$ cat src/rtl/opcode_encoder.sv
// Purpose: encode a one-hot instruction-class vector into a 4-bit opcode plus writeback flag, buffer it, and present it to decode.
// Latency: a legal request accepted at edge N is visible at the output during cycle N+1 when the FIFO was empty. Throughput is one per cycle.
// Backpressure: in_ready follows registered occupancy only. stall and out_ready hold the head entry and never reach in_ready combinationally.

// Generic synchronous FIFO used as the instruction buffer.
// Latency: a push at edge N is readable at pop_dat after edge N. A pop at edge N advances the head.
// Backpressure: a push into a full FIFO and a pop from an empty FIFO are both ignored.
module opcode_fifo #(
    parameter int W     = 5,
    parameter int DEPTH = 4,
    parameter int AW    = $clog2(DEPTH),
    parameter int CW    = $clog2(DEPTH) + 1
) (
    input  logic          clk,
    input  logic          rst_n,
    input  logic          push_vld,
    input  logic [W-1:0]  push_dat,
    input  logic          pop_rdy,
    output logic [W-1:0]  pop_dat,
    output logic [CW-1:0] count
);

    logic [W-1:0]  r_mem [DEPTH];
    logic [AW-1:0] r_wr_ptr;
    logic [AW-1:0] r_rd_ptr;
    logic [CW-1:0] r_count;

    logic w_full;
    logic w_empty;
    logic w_do_push;
    logic w_do_pop;

    assign w_full    = (r_count == CW'(DEPTH));
    assign w_empty   = (r_count == '0);
    assign w_do_pop  = pop_rdy & ~w_empty;
    // Fullness is judged on the registered count, so a same-cycle pop never opens room for a push.
    assign w_do_push = push_vld & ~w_full;

    // Storage array. Entries are cleared on reset so nothing stale survives a flush.
    always_ff @(posedge clk or negedge rst_n) begin
        if (!rst_n) begin
            for (int i = 0; i < DEPTH; i++) begin
                r_mem[i] <= '0;
            end
        end else if (w_do_push) begin
            r_mem[r_wr_ptr] <= push_dat;
        end
    end

    // Pointers wrap naturally because DEPTH is a power of two.
    always_ff @(posedge clk or negedge rst_n) begin
        if (!rst_n) begin
            r_wr_ptr <= '0;
            r_rd_ptr <= '0;
        end else begin
            if (w_do_push) begin
                r_wr_ptr <= r_wr_ptr + 1'b1;
            end
            if (w_do_pop) begin
                r_rd_ptr <= r_rd_ptr + 1'b1;
            end
        end
    end

    // Occupancy: push and pop in the same cycle leave it unchanged.
    always_ff @(posedge clk or negedge rst_n) begin
        if (!rst_n) begin
            r_count <= '0;
        end else begin
            case ({w_do_push, w_do_pop})
                2'b10:   r_count <= r_count + 1'b1;
                2'b01:   r_count <= r_count - 1'b1;
                default: r_count <= r_count;
            endcase
        end
    end

    assign pop_dat = r_mem[r_rd_ptr];
    assign count   = r_count;

endmodule

// Top level: one-hot check and encode, illegal-request accounting, and the output handshake.
// Latency: legal request to output takes one edge. err_illegal rises in the cycle after a rejected accept.
// Backpressure: in_ready = registered occupancy below DEPTH, held low during reset. stall masks out_valid and so blocks pops.
module opcode_encoder #(
    parameter int DEPTH = 4,
    parameter int CNT_W = 8
) (
    input  logic                       clk,
    input  logic                       reset,
    input  logic                       stall,
    input  logic                       in_valid,
    input  logic [15:0]                op_onehot,
    output logic                       in_ready,
    output logic                       out_valid,
    output logic [3:0]                 out_opcode,
    output logic                       out_iswb,
    input  logic                       out_ready,
    output logic                       err_illegal,
    output logic [CNT_W-1:0]           illegal_cnt,
    output logic [$clog2(DEPTH):0]     fifo_count
);

    localparam int CW = $clog2(DEPTH) + 1;

    // Opcode values. The bit index in op_onehot equals the opcode.
    localparam logic [3:0] OP_ST      = 4'd4;
    localparam logic [3:0] OP_CMP     = 4'd5;
    localparam logic [3:0] OP_UBRANCH = 4'd12;
    localparam logic [3:0] OP_BEQ     = 4'd13;
    localparam logic [3:0] OP_BGT     = 4'd14;

    logic [4:0]       w_ones;
    logic [3:0]       w_opcode;
    logic             w_iswb;
    logic             w_legal;
    logic             w_accept;
    logic             w_push;
    logic             w_pop;
    logic             w_nonempty;
    logic [4:0]       w_head;
    logic [CW-1:0]    w_count;

    logic             r_err;
    logic [CNT_W-1:0] r_cnt;

    // Population count and encode in one pass. For a legal request exactly one bit contributes the opcode.
    always_comb begin
        w_ones   = '0;
        w_opcode = '0;
        for (int k = 0; k < 16; k++) begin
            if (op_onehot[k]) begin
                w_ones   = w_ones + 5'd1;
                w_opcode = 4'(k);
            end
        end
    end

    // Stores, compares and branches produce no register result. Everything else writes back.
    always_comb begin
        w_iswb = 1'b1;
        case (w_opcode)
            OP_ST, OP_CMP, OP_UBRANCH, OP_BEQ, OP_BGT: w_iswb = 1'b0;
            default:                                   w_iswb = 1'b1;
        endcase
    end

    assign w_legal    = (w_ones == 5'd1);

    // Gated by reset so nothing is advertised while the block is held in reset.
    assign in_ready   = reset & (w_count < CW'(DEPTH));
    assign w_accept   = in_valid & in_ready;
    assign w_push     = w_accept & w_legal;

    assign w_nonempty = (w_count != '0);
    assign out_valid  = w_nonempty & ~stall;
    assign w_pop      = out_valid & out_ready;

    opcode_fifo #(
        .W     (5),
        .DEPTH (DEPTH)
    ) u_fifo (
        .clk      (clk),
        .rst_n    (reset),
        .push_vld (w_push),
        .push_dat ({w_opcode, w_iswb}),
        .pop_rdy  (w_pop),
        .pop_dat  (w_head),
        .count    (w_count)
    );

    // Outputs read as zero whenever nothing is offered, including during stall.
    assign out_opcode = out_valid ? w_head[4:1] : 4'd0;
    assign out_iswb   = out_valid ? w_head[0]   : 1'b0;
    assign fifo_count = w_count;

    // Single-cycle error pulse following each rejected accept.
    always_ff @(posedge clk or negedge reset) begin
        if (!reset) begin
            r_err <= 1'b0;
        end else begin
            r_err <= w_accept & ~w_legal;
        end
    end

    // Rejected-request counter saturates at all-ones rather than wrapping.
    always_ff @(posedge clk or negedge reset) begin
        if (!reset) begin
            r_cnt <= '0;
        end else if (w_accept && !w_legal && (r_cnt != {CNT_W{1'b1}})) begin
            r_cnt <= r_cnt + 1'b1;
        end
    end

    assign err_illegal = r_err;
    assign illegal_cnt = r_cnt;

endmodule

$ cat config.mk
export PLATFORM = sky130hd
export DESIGN_NAME = opcode_encoder
export DESIGN_NICKNAME = d
export VERILOG_FILES = /design/src/rtl/opcode_encoder.sv
export SDC_FILE = /design/constraint.sdc
export NUM_CORES = 1
export LEC_CHECK = 0
export CAP_MARGIN = 0
export CORE_ASPECT_RATIO = 1.75
export CORE_MARGIN = 4
export CORE_UTILIZATION = 35
export DETAILED_ROUTE_END_ITERATION = 16
export DONT_BUFFER_PORTS = 1
export GPL_TIMING_DRIVEN = 1
export SYNTH_ARGS = -nofsm -noshare
export SYNTH_HDL_FRONTEND = slang
export SYNTH_HIERARCHICAL = 1
export SYNTH_SLANG_ARGS = --single-unit
export TNS_END_PERCENT = 100
$ cat constraint.sdc
create_clock -name clk -period 2.5 [get_ports clk]
set_clock_uncertainty 0.2 [all_clocks]
set_input_delay 0.5 -clock clk [delete_from_list [all_inputs] [get_ports clk]]
set_output_delay 0.5 -clock clk [all_outputs]
set_load 0.02 [all_outputs]
* Yosys cells after proc, flatten, opt, wreduce, memory -nomap -nowiden
Cells that the tools add are included.
Storage, ports and cells: flip-flop bits (word level) 36, bits of input ports 21, output and inout bits 19, logic and storage cells 106
Operators by class: $add $sub $neg 20, magnitude comparators 4, equal/unequal tests 10, mux-type cells 41, bitwise operators 14, reduce and logical (&&, ||, !) cells 8
Operator list (count):
- 2-to-1 mux 5 bit | 18
- adder 5 x 1 -> 5 bit, second input constant | 15
- 2-to-1 mux 4 bit | 15
- bitwise mux 20 bit | 1
- == test 4 bit, second input constant | 3
- binary-select mux 5 bit (select 2 bit) | 1
- demux 5 bit (select 2 bit) | 1
- adder 8 x 1 -> 8 bit, second input constant | 1
- AND 1 bit | 8
- == test 4 x 3 -> 1 bit, second input constant | 2
- != test 8 bit, second input constant | 1
- >= comparator 3 bit, second input constant | 2
- NOT 2 -> 3 bit | 2
- case mux 3 bit (2 select lines) | 1
- == test 5 x 1 -> 1 bit, second input constant | 1
- OR reduction 5 bit | 1
- adder 2 x 1 -> 2 bit, second input constant | 2
- 2-to-1 mux 1 bit | 4
- NOT 1 bit | 4
- adder 3 x 1 -> 3 bit, second input constant | 1
- == test 3 bit, second input constant | 1
- logical AND 1 bit | 3
- logical NOT 3 bit | 1
- less-than comparator 3 x 1 -> 1 bit, second input constant | 1
- 7 further kinds | 7

* Depth between registers and ports, before layout
Gate-level depths: netlist of run 1.
depth in word-level cells 36, depth in mapped cells 57, depth with buffers taken out 56

* By module
Netlist of run 1, hierarchy kept.
By module, submodules not included:
- opcode_encoder | instances 1, cells each 273, area each 2085.8 um2, seq. area each 225.2 um2
- opcode_fifo | instances 1, cells each 86, area each 1268.7 um2, seq. area each 675.6 um2

* Least setup slack after synthesis of run 1
Ideal clock, no wire load.
kind input to register, start in op_onehot[0], end reg u_fifo.r_count[2] (netlist: u_fifo/count[2]), setup time 0.135 ns, data arrival time 9.927 ns, required time 2.165 ns, path slack -7.761 ns, stages 56, buffers on the path 1, cells stage by stage ha_1 or2_2 nand2_1 inv_1 ha_1 nand2_1 o21ai_0 ha_1 mux2_2 ha_1 a32o_1 or2_2 ha_1 nand2b_1 o21ai_0 inv_1 ha_1 nor2b_1 [... 20 more ...] ha_1 mux2_2 ha_1 nor2b_1 nand2_1 o311a_1 nor4_1 a31oi_1 a311o_1 buf_6 nor2_1 nand2b_1 ha_1 inv_1 fa_1 xor2_1 nor2_1 xor2_1
Between the ends: cells in the longest elaborated chain, start to end 36, elaborated cells on any way between the ends 38, classes of those cells add/sub (15); eq/ne (3); mux (17); bitwise (2); reduce/logical (1)
Ends and longest elaborated chain:
- from (decl) | RTL line 94 | input logic [15:0] op_onehot,
- 2-to-1 mux 1 bit (*) | RTL line 133 | if (op_onehot[k]) begin
- adder 5 x 1 -> 5 bit | RTL line 134 | w_ones = w_ones + 5'd1;
- 2-to-1 mux 5 bit (*) | RTL line 133
- adder 5 x 1 -> 5 bit | RTL line 134
- 2-to-1 mux 5 bit (*) | RTL line 133
- adder 5 x 1 -> 5 bit | RTL line 134
- 2-to-1 mux 5 bit (*) | RTL line 133
- adder 5 x 1 -> 5 bit | RTL line 134
- [... 21 more ...]
- adder 5 x 1 -> 5 bit | RTL line 134
- 2-to-1 mux 5 bit (*) | RTL line 133
- == test 5 x 1 -> 1 bit (*) | RTL line 149 | assign w_legal = (w_ones == 5'd1);
- AND 1 bit (*) | RTL line 154 | assign w_push = w_accept & w_legal;
- via w_push | RTL line 119 | logic w_push;
- AND 1 bit (*) | RTL line 37 | assign w_do_push = push_vld & ~w_full;
- == test 2 x 1 -> 1 bit or == test 2 bit (tied branches) | RTL line 70 | case ({w_do_push, w_do_pop})
- case mux 3 bit (2 select lines) or nonzero test 2 bit (tied branches)
- to (signal assigned) | RTL line 71 | 2'b10: r_count <= r_count + 1'b1;
- to (signal assigned) | RTL line 72 | 2'b01: r_count <= r_count - 1'b1;
- to (signal assigned) | RTL line 73 | default: r_count <= r_count;
- to (decl) | RTL line 26 | logic [CW-1:0] r_count;
Mark *: on every way through the listed nets, which the timed path passes. The rest lies on a longest branch. A chain may end at the register's enable or synchronous reset.

* Final worst setup path of run 1
start in op_onehot[1], end reg u_fifo.r_count[2] (netlist: u_fifo/count[2])
Between the ends: cells in the longest elaborated chain, start to end 34, elaborated cells on any way between the ends 36, classes of those cells add/sub (14); eq/ne (3); mux (16); bitwise (2); reduce/logical (1)
Ends and longest elaborated chain (RTL line):
- 2-to-1 mux 5 bit (*) | 133
- adder 5 x 1 -> 5 bit | 134
- 2-to-1 mux 5 bit (*) | 133
- adder 5 x 1 -> 5 bit | 134
- 2-to-1 mux 5 bit (*) | 133
- adder 5 x 1 -> 5 bit | 134
- 2-to-1 mux 5 bit (*) | 133
- adder 5 x 1 -> 5 bit | 134
- [... 19 more ...]
- adder 5 x 1 -> 5 bit | 134
- 2-to-1 mux 5 bit (*) | 133
- == test 5 x 1 -> 1 bit (*) | 149
- AND 1 bit (*) | 154
- via w_push | 119
- AND 1 bit (*) | 37
- == test 2 x 1 -> 1 bit or == test 2 bit (tied branches) | 70
- case mux 3 bit (2 select lines) or nonzero test 2 bit (tied branches)
Marks and branches as above.

==> impl_metrics.tcl, run 1 <==
set metrics [dict create \
    status "complete, but fails checks" \
    failed_checks "negative setup slack" \
    grt_pass1_vias 3573 \
    initial_core_util 0.357 \
    synth-simple-area-share 0.194 \
    hold-path-cell-count 1 \
    min_period_ns 9.26 \
    finalHoldViolations 0 \
    synth_top_family_by_area "simple AND/OR/NAND/NOR gates" \
    final_cell_mix "buf_4, dfrtp_1, xnor2_1, nand2_1, mux2_4" \
    synth-seq-area-share 0.269 \
    end_kind "flip-flop" \
    area_growth_syn_to_layout_pct 56.1 \
    synthDistinctLibCells 64 \
    die_y_um 138 \
    syn-num-nets 402 \
    cts_buffers 5 \
    numPlacedInstances 547 \
    fp.coreArea_um2 9410 \
    synth_fa_ha_area_frac 0.0873 \
    cellLeakagePower_nw 2.35 \
    yosysWarnings 6 \
    io_buffers 0 \
    htree_levels 2 \
    viasPerCell 5.28 \
    max_slew_margin 0.574 \
    place_ws_ns -7.48 \
    synth_xor_xnor_area_share 0.170 \
    maxCapViolCount 0 \
    yosys-mux-area-fraction 0.134 \
    r2r-start "u_fifo/count[1]$_DFFE_PN0P_" \
    synth_edf_count 0 \
    path_clk_slew_ns 0.05 \
    clkLatencyLatePin_ns 0.27 \
    syn_area_um2 3350 \
    cts_tree "done" \
    path_class "input port to flip-flop" \
    avgSynthCellArea_um2 9.34 \
    final_area_um2 5240 \
    max_stage_delay_ns 0.39 \
    layout_commonest_cell "buf_4" \
    root_buffer "clkbuf_16" \
    p_per_area_nw_per_um2 1360 \
    die_width_um 82.0 \
    rows 47 \
    synth-compound-area-share 0.104 \
    post_drt_wl_per_cell_um 16.8 \
    critical_path_arrival_ns 9.22 \
    setup_viol 34 \
    cts_sinks 36 \
    power_mw 7.13 \
    ys_ff_latch 36 \
    synth_ff_type "dfrtp_1" \
    num_antenna_cells 0 \
    routed_wl_mm 10.4 \
    drtIter0Drc 95 \
    place_area_um2 4230 \
    rsz0062_at_grt "true" \
    cts.path.max_buffers 2 \
    crit_family "buffers and inverters" \
    synthArstFlopShare 1.00 \
    synthCells 359 \
    final_max_slew_viol_count 0 \
    via_count 3254 \
    worst_slew_pin_slew_ns 0.633 \
    drive_above_1_share 0.512 \
    track_usage 0.188 \
    worstHoldStart "u_fifo/r_mem[17]$_DFFE_PN0P_" \
    critical_path_cell_count 63 \
    crit_top_cell "buf_4" \
    die_area_um2 11300 \
    post-route-worst-setup-slack_ns -6.76 \
    hold_ws_ns 0.307 \
    grt_overflow_total 0 \
    antenna_found_initial 0 \
    path_buf_inv 33 \
    start_kind "input port" \
    fmax_mhz 108 \
    hold_path_class "flip-flop to flip-flop" \
    timing.final.crit_share 3.71 \
    dr.pass1.iters 4 \
    startpoint "op_onehot[1]" \
    route.detailed.drc 0 \
    postRouteAntennaNets 0 \
    grt_start_max_net_pins 37 \
    crit_slowest_cell "a311o_1" \
    reg2reg_depth 10 \
    final_cells 616 \
    crit_required_ns 2.46 \
    nNetsFinal 536 \
    grt_pass1_wl_mm 16.4 \
    gp_congestion 0.817 \
    dp_hpwl_mm 6.71 \
    cp_max_fo 3 \
    peakVddDrop_uv 800 \
    pin_count 40 \
]
-- routing by layer --
metal | wire length [um] | vias up | track usage | share of wire
met1 | 3570 | 1589 | 0.175 | 0.34
met5 | 0 | - | 0 | 0
met4 | 511 | 0 | 0.0943 | 0.049
met2 | 5820 | 89 | 0.367 | 0.56
li1 | - | 1532 | - | -
met3 | 465 | 44 | 0.0399 | 0.045
-- final timing paths --
check | end | slack (ns)
min | u_fifo/r_mem[17]$_DFFE_PN0P_ | 0.31
min in group asynchronous | illegal_cnt[0]$_DFFE_PN0P_ | 0.50
max in group asynchronous | u_fifo/r_rd_ptr[0]$_DFFE_PN0P_ | 1.42
max | u_fifo/count[2]$_DFFE_PN0P_ | -6.76
min reg2reg | u_fifo/r_mem[17]$_DFFE_PN0P_ | 0.31
max reg2reg | u_fifo/count[2]$_DFFE_PN0P_ | 0.24
-- cells in the mapped netlist, drive strengths merged, types with 3 or more instances --
| cell type | number | area share |
|---|---|---|
| nor2b | 7 | 0.013 |
| clkbuf | 6 | 0.0067 |
| mux2 | 25 | 0.085 |
| nand2 | 37 | 0.042 |
| o21ai | 12 | 0.018 |
| ha | 21 | 0.078 |
| o31ai | 4 | 0.010 |
| mux2i | 5 | 0.015 |
| or3 | 3 | 0.0056 |
| buf | 8 | 0.013 |
| mux4 | 5 | 0.034 |
| inv | 20 | 0.022 |
| and3 | 3 | 0.0056 |
| nor3 | 9 | 0.013 |
| xnor3 | 5 | 0.034 |
| nor3b | 3 | 0.010 |
| nand4 | 5 | 0.0093 |
| and2 | 8 | 0.016 |
| a31oi | 6 | 0.011 |
| xnor2 | 30 | 0.081 |
| dfrtp | 36 | 0.27 |
| or2 | 3 | 0.0056 |
| nand3 | 12 | 0.018 |
| nand2b | 3 | 0.0056 |
| xor2 | 19 | 0.055 |
| nor2 | 25 | 0.028 |
| nor4 | 3 | 0.0056 |
| a21oi | 8 | 0.012 |
-- flip-flops by register name, summed over array words and instances (netlist names) --
signal and flops:
err_illegal 1, illegal_cnt 8, u_fifo/count 3, u_fifo/r_mem 20, u_fifo/r_rd_ptr 2, u_fifo/r_wr_ptr 2
-- area by class of cell --
class,count,area (um2)
Inverter,20,80.1
Fill cell,799,4170
Clock inverter,2,35.0
Tap cell,122,153
Timing Repair Buffer,141,1100
Sequential cell,36,901
Multi-Input combinational cell,289,2840
Clock buffer,6,129
-- power by group --
group	switching [mW]	internal, mW	total (mW)
clock	0.223	0.468	0.691
sequential	0.296	0.792	1.09
combinational	2.27	3.08	5.35
total	2.79	4.34	7.13
-- worst register-to-register path, stage by stage (launching register included) --
cell,delay [ns]
dfrtp_1,0.43
nor3_1,0.09
nor2_1,0.12
and2_1,0.14
o31a_1,0.25
ha_4,0.18
inv_2,0.03
fa_2,0.32
xor2_1,0.16
nor2_1,0.11
xor2_1,0.15
-- what timing repair did --
item                                    CTS  global route
endpoints found under the setup margin   34            34
gates cloned                              0             0
pin swaps                                30            24
hold buffers                              2             0
endpoints found under the hold margin    36             0
resized for setup                        36            44
buffers inserted                         60             2
-- kinds of logic (layout without fill, tap and decap cells) --
logic type               count (synthesis)  after routing
AO/OA/AOI/OAI                           50             50
XOR/XNOR                                54             54
multiplexers                            35             35
adder cells (fa/ha/maj)                 23             23
AND/OR/NAND/NOR                        127            127
buffers and inverters                   34            169
flip-flops                              36             36
-- stage by stage --
step	util	TNS [ns]
after CTS	0.534	-224.28
after floorplan	-	-233.21
after global placement	0.450	-239.99
after global routing	0.557	-235.39
final	0.557	-223.38
after detailed placement	0.450	-246.86
No activity file was read; power rests on OpenSTA's default activity.
==> run 2: changes to the inputs <==
--- a/config.mk
+++ b/config.mk
@@ -12,6 +12,7 @@
 export DETAILED_ROUTE_END_ITERATION = 16
 export DONT_BUFFER_PORTS = 1
 export GPL_TIMING_DRIVEN = 1
+export SLEW_MARGIN = 20
 export SYNTH_ARGS = -nofsm -noshare
 export SYNTH_HDL_FRONTEND = slang
 export SYNTH_HIERARCHICAL = 1
==> results of run 2 <==
Final layout, timing and power as in run 1 (identical DEF).
